==> config.mk <==
export PLATFORM = sky130hd
export DESIGN_NAME = mips_rom_loader_flat
export DESIGN_NICKNAME = d
export VERILOG_FILES = /design/src/rtl/mips_rom_loader_if.sv /design/src/rtl/mips_rom_loader.sv /design/src/flat_wrapper.sv
export SDC_FILE = /design/constraint.sdc
export NUM_CORES = 1
export LEC_CHECK = 0
export CAP_MARGIN = 10
export CORE_MARGIN = 1
export CORE_UTILIZATION = 57
export DETAILED_ROUTE_END_ITERATION = 10
export HOLD_SLACK_MARGIN = 0.05
export PLACE_DENSITY = 0.87
export SYNTH_ARGS = -nofsm -noshare
export SYNTH_HDL_FRONTEND = slang
export SYNTH_SLANG_ARGS = --single-unit
==> constraint.sdc <==
create_clock -name clk -period 3.8 [get_ports clk]
set_input_delay 0.38 -clock clk [delete_from_list [all_inputs] [get_ports clk]]
set_output_delay 0.38 -clock clk [all_outputs]
set_load 0.02 [all_outputs]
==> src/rtl/mips_rom_loader_if.sv <==
// mips_rom_loader_if: byte stream, ROM write port and core control of the boot loader
interface mips_rom_loader_if #(
  parameter int ADDR_W = 8,
  parameter int DATA_W = 32
);
  logic start, in_valid, in_ready, rom_we, core_run, done, error;
  logic [7:0] in_data;
  logic [ADDR_W-1:0] rom_addr;
  logic [DATA_W-1:0] rom_wdata;
  modport master (
    output start, in_valid, in_data,
    input in_ready, rom_we, rom_addr, rom_wdata, core_run, done, error
  );
  modport slave (
    input start, in_valid, in_data,
    output in_ready, rom_we, rom_addr, rom_wdata, core_run, done, error
  );
endinterface

==> src/rtl/mips_rom_loader.sv <==
// mips_rom_loader: loads a checksummed big-endian word image into instruction ROM, then releases the core
module mips_rom_loader #(
  parameter int ADDR_W = 8,
  parameter int MAX_WORDS = 256
) (
  input logic clk,
  input logic rst_n,
  mips_rom_loader_if.slave bus
);
  typedef enum logic [2:0] {IDLE, CNT_HI, CNT_LO, DATA, CKSUM, RUN, ERR} state_t;
  localparam logic [16:0] MAXW = 17'(MAX_WORDS);
  state_t state;
  logic [15:0] cnt, widx, n;
  logic [1:0] bidx;
  logic [23:0] sh;
  logic [7:0] xsum;
  logic acc, last;
  assign acc = bus.in_valid && bus.in_ready;
  assign n = {cnt[15:8], bus.in_data};
  assign last = widx == cnt - 16'd1;
  always_ff @(posedge clk or negedge rst_n)
    if (!rst_n) begin
      state <= IDLE;
      bus.in_ready <= 1'b0;
      bus.rom_we <= 1'b0;
      bus.rom_addr <= '0;
      bus.rom_wdata <= '0;
      bus.core_run <= 1'b0;
      bus.done <= 1'b0;
      bus.error <= 1'b0;
      cnt <= '0;
      widx <= '0;
      bidx <= '0;
      sh <= '0;
      xsum <= '0;
    end else begin
      bus.rom_we <= 1'b0;
      case (state)
        IDLE, RUN, ERR: if (bus.start) begin
          state <= CNT_HI;
          bus.in_ready <= 1'b1;
          bus.core_run <= 1'b0;
          bus.done <= 1'b0;
          bus.error <= 1'b0;
          xsum <= '0;
          widx <= '0;
          bidx <= '0;
        end
        CNT_HI: if (acc) begin
          cnt[15:8] <= bus.in_data;
          xsum <= xsum ^ bus.in_data;
          state <= CNT_LO;
        end
        CNT_LO: if (acc) begin
          cnt[7:0] <= bus.in_data;
          xsum <= xsum ^ bus.in_data;
          if (n == 16'd0) state <= CKSUM;
          else if ({1'b0, n} > MAXW) begin
            state <= ERR;
            bus.in_ready <= 1'b0;
            bus.error <= 1'b1;
          end else state <= DATA;
        end
        DATA: begin
          if (acc) begin
            xsum <= xsum ^ bus.in_data;
            bidx <= bidx + 2'd1;
            sh <= {sh[15:0], bus.in_data};
            if (bidx == 2'd3) begin
              bus.rom_we <= 1'b1;
              bus.rom_addr <= widx[ADDR_W-1:0];
              bus.rom_wdata <= {sh, bus.in_data};
              // stall the stream during the final write so the checksum byte lands in CKSUM
              if (last) bus.in_ready <= 1'b0;
            end
          end
          if (bus.rom_we) begin
            widx <= widx + 16'd1;
            if (last) begin
              state <= CKSUM;
              bus.in_ready <= 1'b1;
            end
          end
        end
        CKSUM: if (acc) begin
          bus.in_ready <= 1'b0;
          if (bus.in_data == xsum) begin
            state <= RUN;
            bus.core_run <= 1'b1;
            bus.done <= 1'b1;
          end else begin
            state <= ERR;
            bus.error <= 1'b1;
          end
        end
        default: state <= IDLE;
      endcase
    end
endmodule

==> src/flat_wrapper.sv <==
// flat-port wrapper written by rule: the top's interface ports become plain ports
module mips_rom_loader_flat 
#(
  parameter int ADDR_W = 8,
  parameter int MAX_WORDS = 256
)
  (clk, rst_n, bus_start, bus_in_valid, bus_in_data, bus_in_ready, bus_rom_we, bus_rom_addr, bus_rom_wdata, bus_core_run, bus_done, bus_error);
  mips_rom_loader_if #(.ADDR_W(ADDR_W), .DATA_W(32)) bus_i ();
  input logic clk;
  input logic rst_n;
  input wire logic [$bits(bus_i.start)-1:0] bus_start;
  input wire logic [$bits(bus_i.in_valid)-1:0] bus_in_valid;
  input wire logic [$bits(bus_i.in_data)-1:0] bus_in_data;
  output wire logic [$bits(bus_i.in_ready)-1:0] bus_in_ready;
  output wire logic [$bits(bus_i.rom_we)-1:0] bus_rom_we;
  output wire logic [$bits(bus_i.rom_addr)-1:0] bus_rom_addr;
  output wire logic [$bits(bus_i.rom_wdata)-1:0] bus_rom_wdata;
  output wire logic [$bits(bus_i.core_run)-1:0] bus_core_run;
  output wire logic [$bits(bus_i.done)-1:0] bus_done;
  output wire logic [$bits(bus_i.error)-1:0] bus_error;
  assign bus_i.start = bus_start;
  assign bus_i.in_valid = bus_in_valid;
  assign bus_i.in_data = bus_in_data;
  assign bus_in_ready = bus_i.in_ready;
  assign bus_rom_we = bus_i.rom_we;
  assign bus_rom_addr = bus_i.rom_addr;
  assign bus_rom_wdata = bus_i.rom_wdata;
  assign bus_core_run = bus_i.core_run;
  assign bus_done = bus_i.done;
  assign bus_error = bus_i.error;
  mips_rom_loader #(.ADDR_W(ADDR_W), .MAX_WORDS(MAX_WORDS)) u_core (.clk(clk), .rst_n(rst_n), .bus(bus_i));
endmodule
==> qor.yml, run 1 <==
floorplan:
  die_h_microns: 101
  placementRows: 35
  fp.dieW_microns: 101
  io_pins: 57
  core_area_sq_um: 9330
  dieArea_sq_um: 10100
  start_util_pct: 59.3
placement:
  gp_congestion: 0.888
  placedCellCount: 666
  dp_slack_ps: 660
  portBuffers: 56
  dp_hpwl_microns: 8480
timing:
  rsz0062_at_grt: "no"
  maxSlewViolCount: 0
  hold_viol_final: 0
  setup-tns-final_ps: 0
  finalClockSkew_ps: 7.37
  fin_crit_ps: 3260
  setup_viol_count_final: 0
  slew_headroom_pct: 32.1
  max_freq_mhz: 307
  period_share_pct: 85.7
  worst_slack_ps: 544
  worstMarginPinSlew_ps: 1010
final_layout:
  nets: 572
  regArea_sq_um: 2830
  multi_input_area_sq_um: 2580
  n_fill_cell: 597
  fin_cells: 699
  fin_util_pct: 72.6
  diodes: 0
  area_growth_pct: 22.3
  drive_above_1_share_pct: 20.7
synthesis:
  synth_top_family_by_area: "multiplexers"
  synth.largest_area_cell: "dfrtp_1"
  synth_flop_cell: "dfrtp_1"
  ys_warn_count: 0
  synth_area_per_cell_sq_um: 11.2
  ys_async_sr_fraction_pct: 100
  synth_compound_area_share_pct: 9.07
  ys_seq_area_share_pct: 51.1
  synth_enable_flop_cells: 0
  syn_nets: 511
  ys_ff_latch: 113
  syn_inst: 496
  synthSimpleGateAreaFrac_pct: 14.5
  synth_xor_area_share_pct: 6.47
  synthesis.area_sq_um: 5530
  synth_mux_area_share_pct: 15.9
  synth_fa_ha_area_share_pct: 0.678
  yosysUniqueCellTypes: 56
  synth.area.top_cells: "dfrtp_1 51%, mux2_2 13%, xor2_1 3.2%"
  synth_top_area_share_pct: 51.1
power_and_ir_drop:
  power.density_nw_per_um2: 842
  p_clk_share_pct: 25.5
  power_frac_seq_pct: 37.6
  power.switching_w: 0.00219
  p_comb_share_pct: 36.9
  fin_total_pwr_w: 0.00570
  p_sw_share_pct: 38.4
  leakagePower_nw: 2.95
  internal_power_w: 0.00351
  ir_worst_vdd_mv: 0.383
setup_path:
  critPathSlowestCell: "or4_1"
  required_ps: 4190
  path_max_fanout: 5
  start_kind: "flop"
  slowest_delay_ps: 570
  end_kind: "flop"
  crit_arrival_ps: 3640
  cp_cell_sequence: "inv_1, ha_1, or3b_1, or3_1, xnor2_1, or4_1, a2111oi_4, and3_1, o211ai_1"
  cpLargestDelayFamily: "simple AND/OR/NAND/NOR gates"
  crit_type: "flop to flop"
  timing.rr.start: "u_core.cnt[0]"
  crit_path_start: "u_core.cnt[0]"
  path_buf_inv: 1
clocking:
  cts.sinks: 113
  clk_latency_ps: 520
  path_clk_slew_ps: 60
  tritoncts: "built"
  cts-root-buf: "clkbuf_8"
  h-tree-depth: 4
  cts_hold_buf: 1
  ctsResizeCount: 0
  post_cts.repair.setup_buffers: 0
  clock_path_buffers: 2
  cts_buffers: 17
detailed_routing:
  vias: 4188
  drc: 0
  first_pass_iters: 5
  routed_via_density: 5.99
  post_drt_wl_per_cell_microns: 18.5
  drt-total-wl_microns: 12900
  drt_iter0_markers: 391
  ant_nets: 0
run_status:
  status: "finished, final reports clean"
global_routing:
  grt_pass1_wl_microns: 21600
  overflow: 0
  antenna_found_initial: 0
  grt_pass1_vias: 4307
  grt_max_degree: 53
  grtUsageTotal_pct: 27.9
flow_run:
  drv_cap: 0
worst_hold_path:
  hold_class: "primary input to async pin"
-- per-stage QoR --
step,hold slack [ps],cell area (sq um)
after floorplan,84.4,5530
after global placement,443,6220
after detailed placement,460,6220
after CTS,452,6770
after global routing,514,6770
final,431,6770
-- layout make-up --
type	instances	area share (%)
sequential	113	41.8
multi-input combinational	352	38.2
timing repair buffer	64	9.17
clock buffer	17	6.12
tap	129	2.38
clock inverter	15	1.87
inverter	9	0.499
-- final timing paths --
kind | endpoint | slack [ps] | cells past startpoint
max in group asynchronous | u_core.bus.core_run | 2460 | 3
min | u_core.widx[14] | 430 | 2
min reg2reg | u_core.bus.rom_addr[7] | 490 | 2
max | u_core.state[0] | 540 | 9
min in group clk | u_core.bus.rom_addr[7] | 490 | 2
max reg2reg | u_core.state[0] | 540 | 9
-- cell families (layout without fill, tap and decap cells) --
kind of cell | after synthesis | count (layout)
simple gates | 155 | 155
flops | 113 | 113
mux | 78 | 78
compound gates | 76 | 76
xor+xnor | 40 | 40
buf+inv | 31 | 105
fa+ha+maj | 3 | 3
-- metal layers --
| metal | vias to the layer above | track usage, % | share of wire [%] |
|---|---|---|---|
| met4 | 0 | 12.3 | 2.5 |
| met2 | 168 | 45.4 | 50 |
| met1 | 2084 | 36.4 | 43 |
| met3 | 35 | 5.62 | 4.8 |
| met5 | - | 0 | 0 |
| li1 | 1901 | - | - |
-- sequential cells by signal, indices dropped and copies added, names as in the netlist, 2 cells and up --
| signal | cells |
|---|---|
| u_core.bidx | 2 |
| u_core.bus.rom_addr | 8 |
| u_core.bus.rom_wdata | 32 |
| u_core.cnt | 16 |
| u_core.sh | 24 |
| u_core.state | 3 |
| u_core.widx | 16 |
| u_core.xsum | 8 |
-- power by group through the flow --
stage / logic, W / clock network (W) / registers, W
after global placement: 0.00196 / 0 / 0.00209
final: 0.00210 / 0.00145 / 0.00214
after floorplan: 0.00122 / 0 / 0.00218
after CTS: 0.00209 / 0.00146 / 0.00213
after detailed placement: 0.00204 / 0 / 0.00214
after global routing: 0.00227 / 0.00152 / 0.00221
-- cells in the final DEF, fill, tap and decap left out, drive strengths merged, types with 4 or more instances in the layout --
cell           netlist  layout
xnor2               20      20
nor3                 9       9
mux2                77      77
a21oi               14      14
nor2                32      32
xor2                20      20
and3                 4       4
nand2b              13      13
nand4                5       5
inv                  9      17
clkbuf              16      17
clkdlybuf4s50        0      55
or3                  6       6
o2111ai              4       4
and3b                4       4
nor4                 9       9
clkinv               0       5
nor2b                4       4
nand2               43      43
nand3               10      10
o21ai               31      31
dfrtp              113     113
or4                  5       5
buf                  6       8
-- worst reg2reg max path: cells and delay by family (launching register included) --
family                   cells  cell delay, ps
AND/OR/NAND/NOR              4            1650
buffers and inverters        1             140
adder cells (fa/ha/maj)      1             260
flip-flops                   1             450
XOR/XNOR                     1             130
AO/OA/AOI/OAI                2             510
-- cell usage after synthesis, types with 4 or more instances --
cell type,count
dfrtp_1,113
mux2_2,66
nand2_1,43
nor2_1,32
o21ai_0,29
xor2_1,20
xnor2_1,19
clkbuf_1,16
a21oi_1,14
nand2b_1,13
mux2_1,11
nand3_1,10
inv_1,9
nor3_1,9
nor4_1,8
or3_1,6
buf_2,5
nand4_1,5
and3_1,4
and3b_1,4
nor2b_1,4
o2111ai_1,4
or4_1,4
No activity file was read; power rests on OpenSTA's default activity.
==> run 2: changes to the inputs <==
--- a/config.mk
+++ b/config.mk
@@ -10,7 +10,7 @@
 export CORE_UTILIZATION = 57
 export DETAILED_ROUTE_END_ITERATION = 10
 export HOLD_SLACK_MARGIN = 0.05
-export PLACE_DENSITY = 0.87
+export PLACE_DENSITY = 0.8
 export SYNTH_ARGS = -nofsm -noshare
 export SYNTH_HDL_FRONTEND = slang
 export SYNTH_SLANG_ARGS = --single-unit
==> run 2 against run 1 <==
- sequential power hardly changed
- clock power is 7% higher
- core utilization is 0.47 points higher
- combinational power hardly changed
- cell count stayed put
- wire length is 3.5% lower
- die area stayed put
- global-route usage is 1.3 points lower
- count of clock-buffer cells in the layout is 1 higher
- clock skew is 1.3 ps lower
- fmax is 4.6% higher
- critical path type unchanged
- largest power group unchanged
- highest routed layer unchanged
==> qor.yml, run 2 (synthesized netlist as in run 1, its figures left out) <==
global_routing:
  grt_pass1_vias: 4025  # -6.5%
  antenna_found_initial: 0  # unchanged
  grt_pass1_wl_microns: 20400  # -5.5%
  grt_max_degree: 71  # +34%
  grtUsageTotal_pct: 26.6  # -1.3 points
  overflow: 0  # unchanged
timing:
  maxSlewViolCount: 0  # unchanged
  slew_headroom_pct: 32.1  # +0.067 points
  hold_viol_final: 0  # unchanged
  setup_viol_count_final: 0  # unchanged
  setup-tns-final_ps: 0  # unchanged
  fin_crit_ps: 3110  # -143 ps
  max_freq_mhz: 321  # +4.6%
  rsz0062_at_grt: "no"
  finalClockSkew_ps: 6.12  # -1.25 ps
  worstMarginPinSlew_ps: 1010  # +4.71 ps
  worst_slack_ps: 686  # +143 ps
  period_share_pct: 81.9  # -3.8 points
detailed_routing:
  vias: 4161  # -0.64%
  first_pass_iters: 5  # unchanged
  routed_via_density: 5.95  # -0.64%
  drt_iter0_markers: 311  # -20%
  drc: 0  # unchanged
  drt-total-wl_microns: 12500  # -3.5%
  ant_nets: 0  # unchanged
  post_drt_wl_per_cell_microns: 17.9  # -3.5%
clocking:
  path_clk_slew_ps: 60  # about the same
  post_cts.repair.setup_buffers: 0  # unchanged
  cts-root-buf: "clkbuf_8"
  h-tree-depth: 4  # unchanged
  clk_latency_ps: 520  # about the same
  cts.sinks: 113  # unchanged
  cts_buffers: 17  # unchanged
  clock_path_buffers: 2  # unchanged
  tritoncts: "built"
floorplan:
  die_h_microns: 101  # unchanged
  placementRows: 35  # unchanged
  fp.dieW_microns: 101  # unchanged
  start_util_pct: 59.3  # unchanged
  core_area_sq_um: 9330  # unchanged
  dieArea_sq_um: 10100  # unchanged
  io_pins: 57  # unchanged
final_layout:
  final_cell_mix: "113 x dfrtp_1, 66 x mux2_2, 55 x clkdlybuf4s50_1"
  drive_above_1_share_pct: 20.7  # unchanged
  diodes: 0  # unchanged
  final_common_cell: "dfrtp_1"
  nets: 572  # unchanged
  largest_reg_flops: 32  # unchanged
  largest_register: "u_core.bus.rom_wdata"
  n_fill_cell: 621  # +4.0%
  area_growth_pct: 23.1
  fin_util_pct: 73.0  # +0.47 points
  reg_top3: "u_core.bus.rom_wdata x32, u_core.sh x24"
worst_hold_path:
  hold_path_end: "u_core.bus.rom_addr[7]"
  hold_depth: 2
  hold_start: "u_core.bus.rom_addr[7]"
  hold_class: "flop to flop"
placement:
  portBuffers: 56  # unchanged
  dp_hpwl_microns: 7920  # -6.6%
  gp_congestion: 0.861  # -3.0%
  dp_slack_ps: 756  # +95.9 ps
setup_path:
  crit_arrival_ps: 3500  # -140 ps
  cp_cell_sequence: "inv_1, ha_1, or3b_1, or3_1, xnor2_1, or4_1, a2111oi_4, and3_1, o211ai_1"
  reg2reg_slack_ps: 690  # +140 ps
  r2r-end: "u_core.state[0]"
  path_max_fanout: 5  # unchanged
  required_ps: 4190  # about the same
  timing.rr.start: "u_core.cnt[0]"
  end_kind: "flop"
  path_buf_inv: 1  # unchanged
  slowest_delay_ps: 570  # about the same
  critPathSlowestCell: "or4_1"
  start_kind: "flop"
  ff2ff_path_depth: 9  # unchanged
  crit_type: "flop to flop"
  cpLargestDelayFamily: "simple AND/OR/NAND/NOR gates"
power_and_ir_drop:
  leakagePower_nw: 2.97  # +0.74%
  power.density_nw_per_um2: 845  # +0.42%
  ir_worst_vdd_mv: 0.478  # +25%
run_status:
  status: "finished, final reports clean"
flow_run:
  drv_cap: 0  # unchanged
## run 2: changes by cell type in the layout (fill, tap and decap cells not counted), sizes merged
cell,before,now
bufinv,0,2
inv,17,12
clkinvlp,2,1
clkbuf,17,18
clkinv,5,8
## run 2: layout make-up
type / instances / area [sq um] / share of cell area, %
sequential: 113 / 2830 / 41.5
multi-input combinational: 352 / 2580 / 37.9
timing repair buffer: 64 / 621 / 9.11
clock buffer: 18 / 428 / 6.28
tap: 129 / 161 / 2.37
clock inverter: 14 / 156 / 2.30
inverter: 9 / 33.8 / 0.496
## run 2: worst max-delay path by stage
| stage | slack, ps | cells after the start | start | end |
|---|---|---|---|---|
| global route | 580 | 9 | u_core.cnt[0] | u_core.state[2] |
| CTS | 710 | 9 | u_core.cnt[0] | u_core.state[0] |
| detailed placement | 760 | 9 | u_core.cnt[0] | u_core.state[0] |
| floorplan | 920 | 9 | u_core.cnt[0] | u_core.state[0] |
| global placement | 820 | 9 | u_core.cnt[0] | u_core.state[0] |
| finish | 690 | 9 | u_core.cnt[0] | u_core.state[0] |
## run 2: repair_timing
item | 4_1_cts | 5_1_grt
resized for setup | 0 | 0
hold endpoints to repair | 68 | 0
hold buffers | 1 | 0
## run 2: where the power goes
group | switching, W | internal, W | leakage (nW)
clock | 0.000594 | 0.000958 | 0.286
combinational | 0.00106 | 0.00102 | 1.24
sequential | 0.000456 | 0.00167 | 1.44
## run 2: per-layer routing
metal  part of all wire, %  GRT usage (%)  wire [microns]
met4                   1.3           9.59             162
met2                    50           42.8            6210
met1                    44           36.3            5550
met3                   4.5           4.99             565
met5                     0              0               0
## run 2: tightest hold or removal path, stage by stage, from the launching register on
cell     delay (ps)
dfrtp_1         340
nand2_1          40
o21ai_0          60
## run 2: per-stage QoR
| stage | instance area (sq um) | hold WS (ps) | power, W | std cells |
|---|---|---|---|---|
| 2_1_floorplan | 5530 | 84.4 | 0.00340 | 496 |
| 3_3_place_gp | 6220 | 461 | 0.00404 | 666 |
| 3_5_place_dp | 6220 | 470 | 0.00415 | 666 |
| 4_1_cts | 6810 | 483 | 0.00577 | 699 |
| 5_1_grt | 6810 | 509 | 0.00605 | 699 |
| 6_report | 6810 | 475 | 0.00576 | 699 |
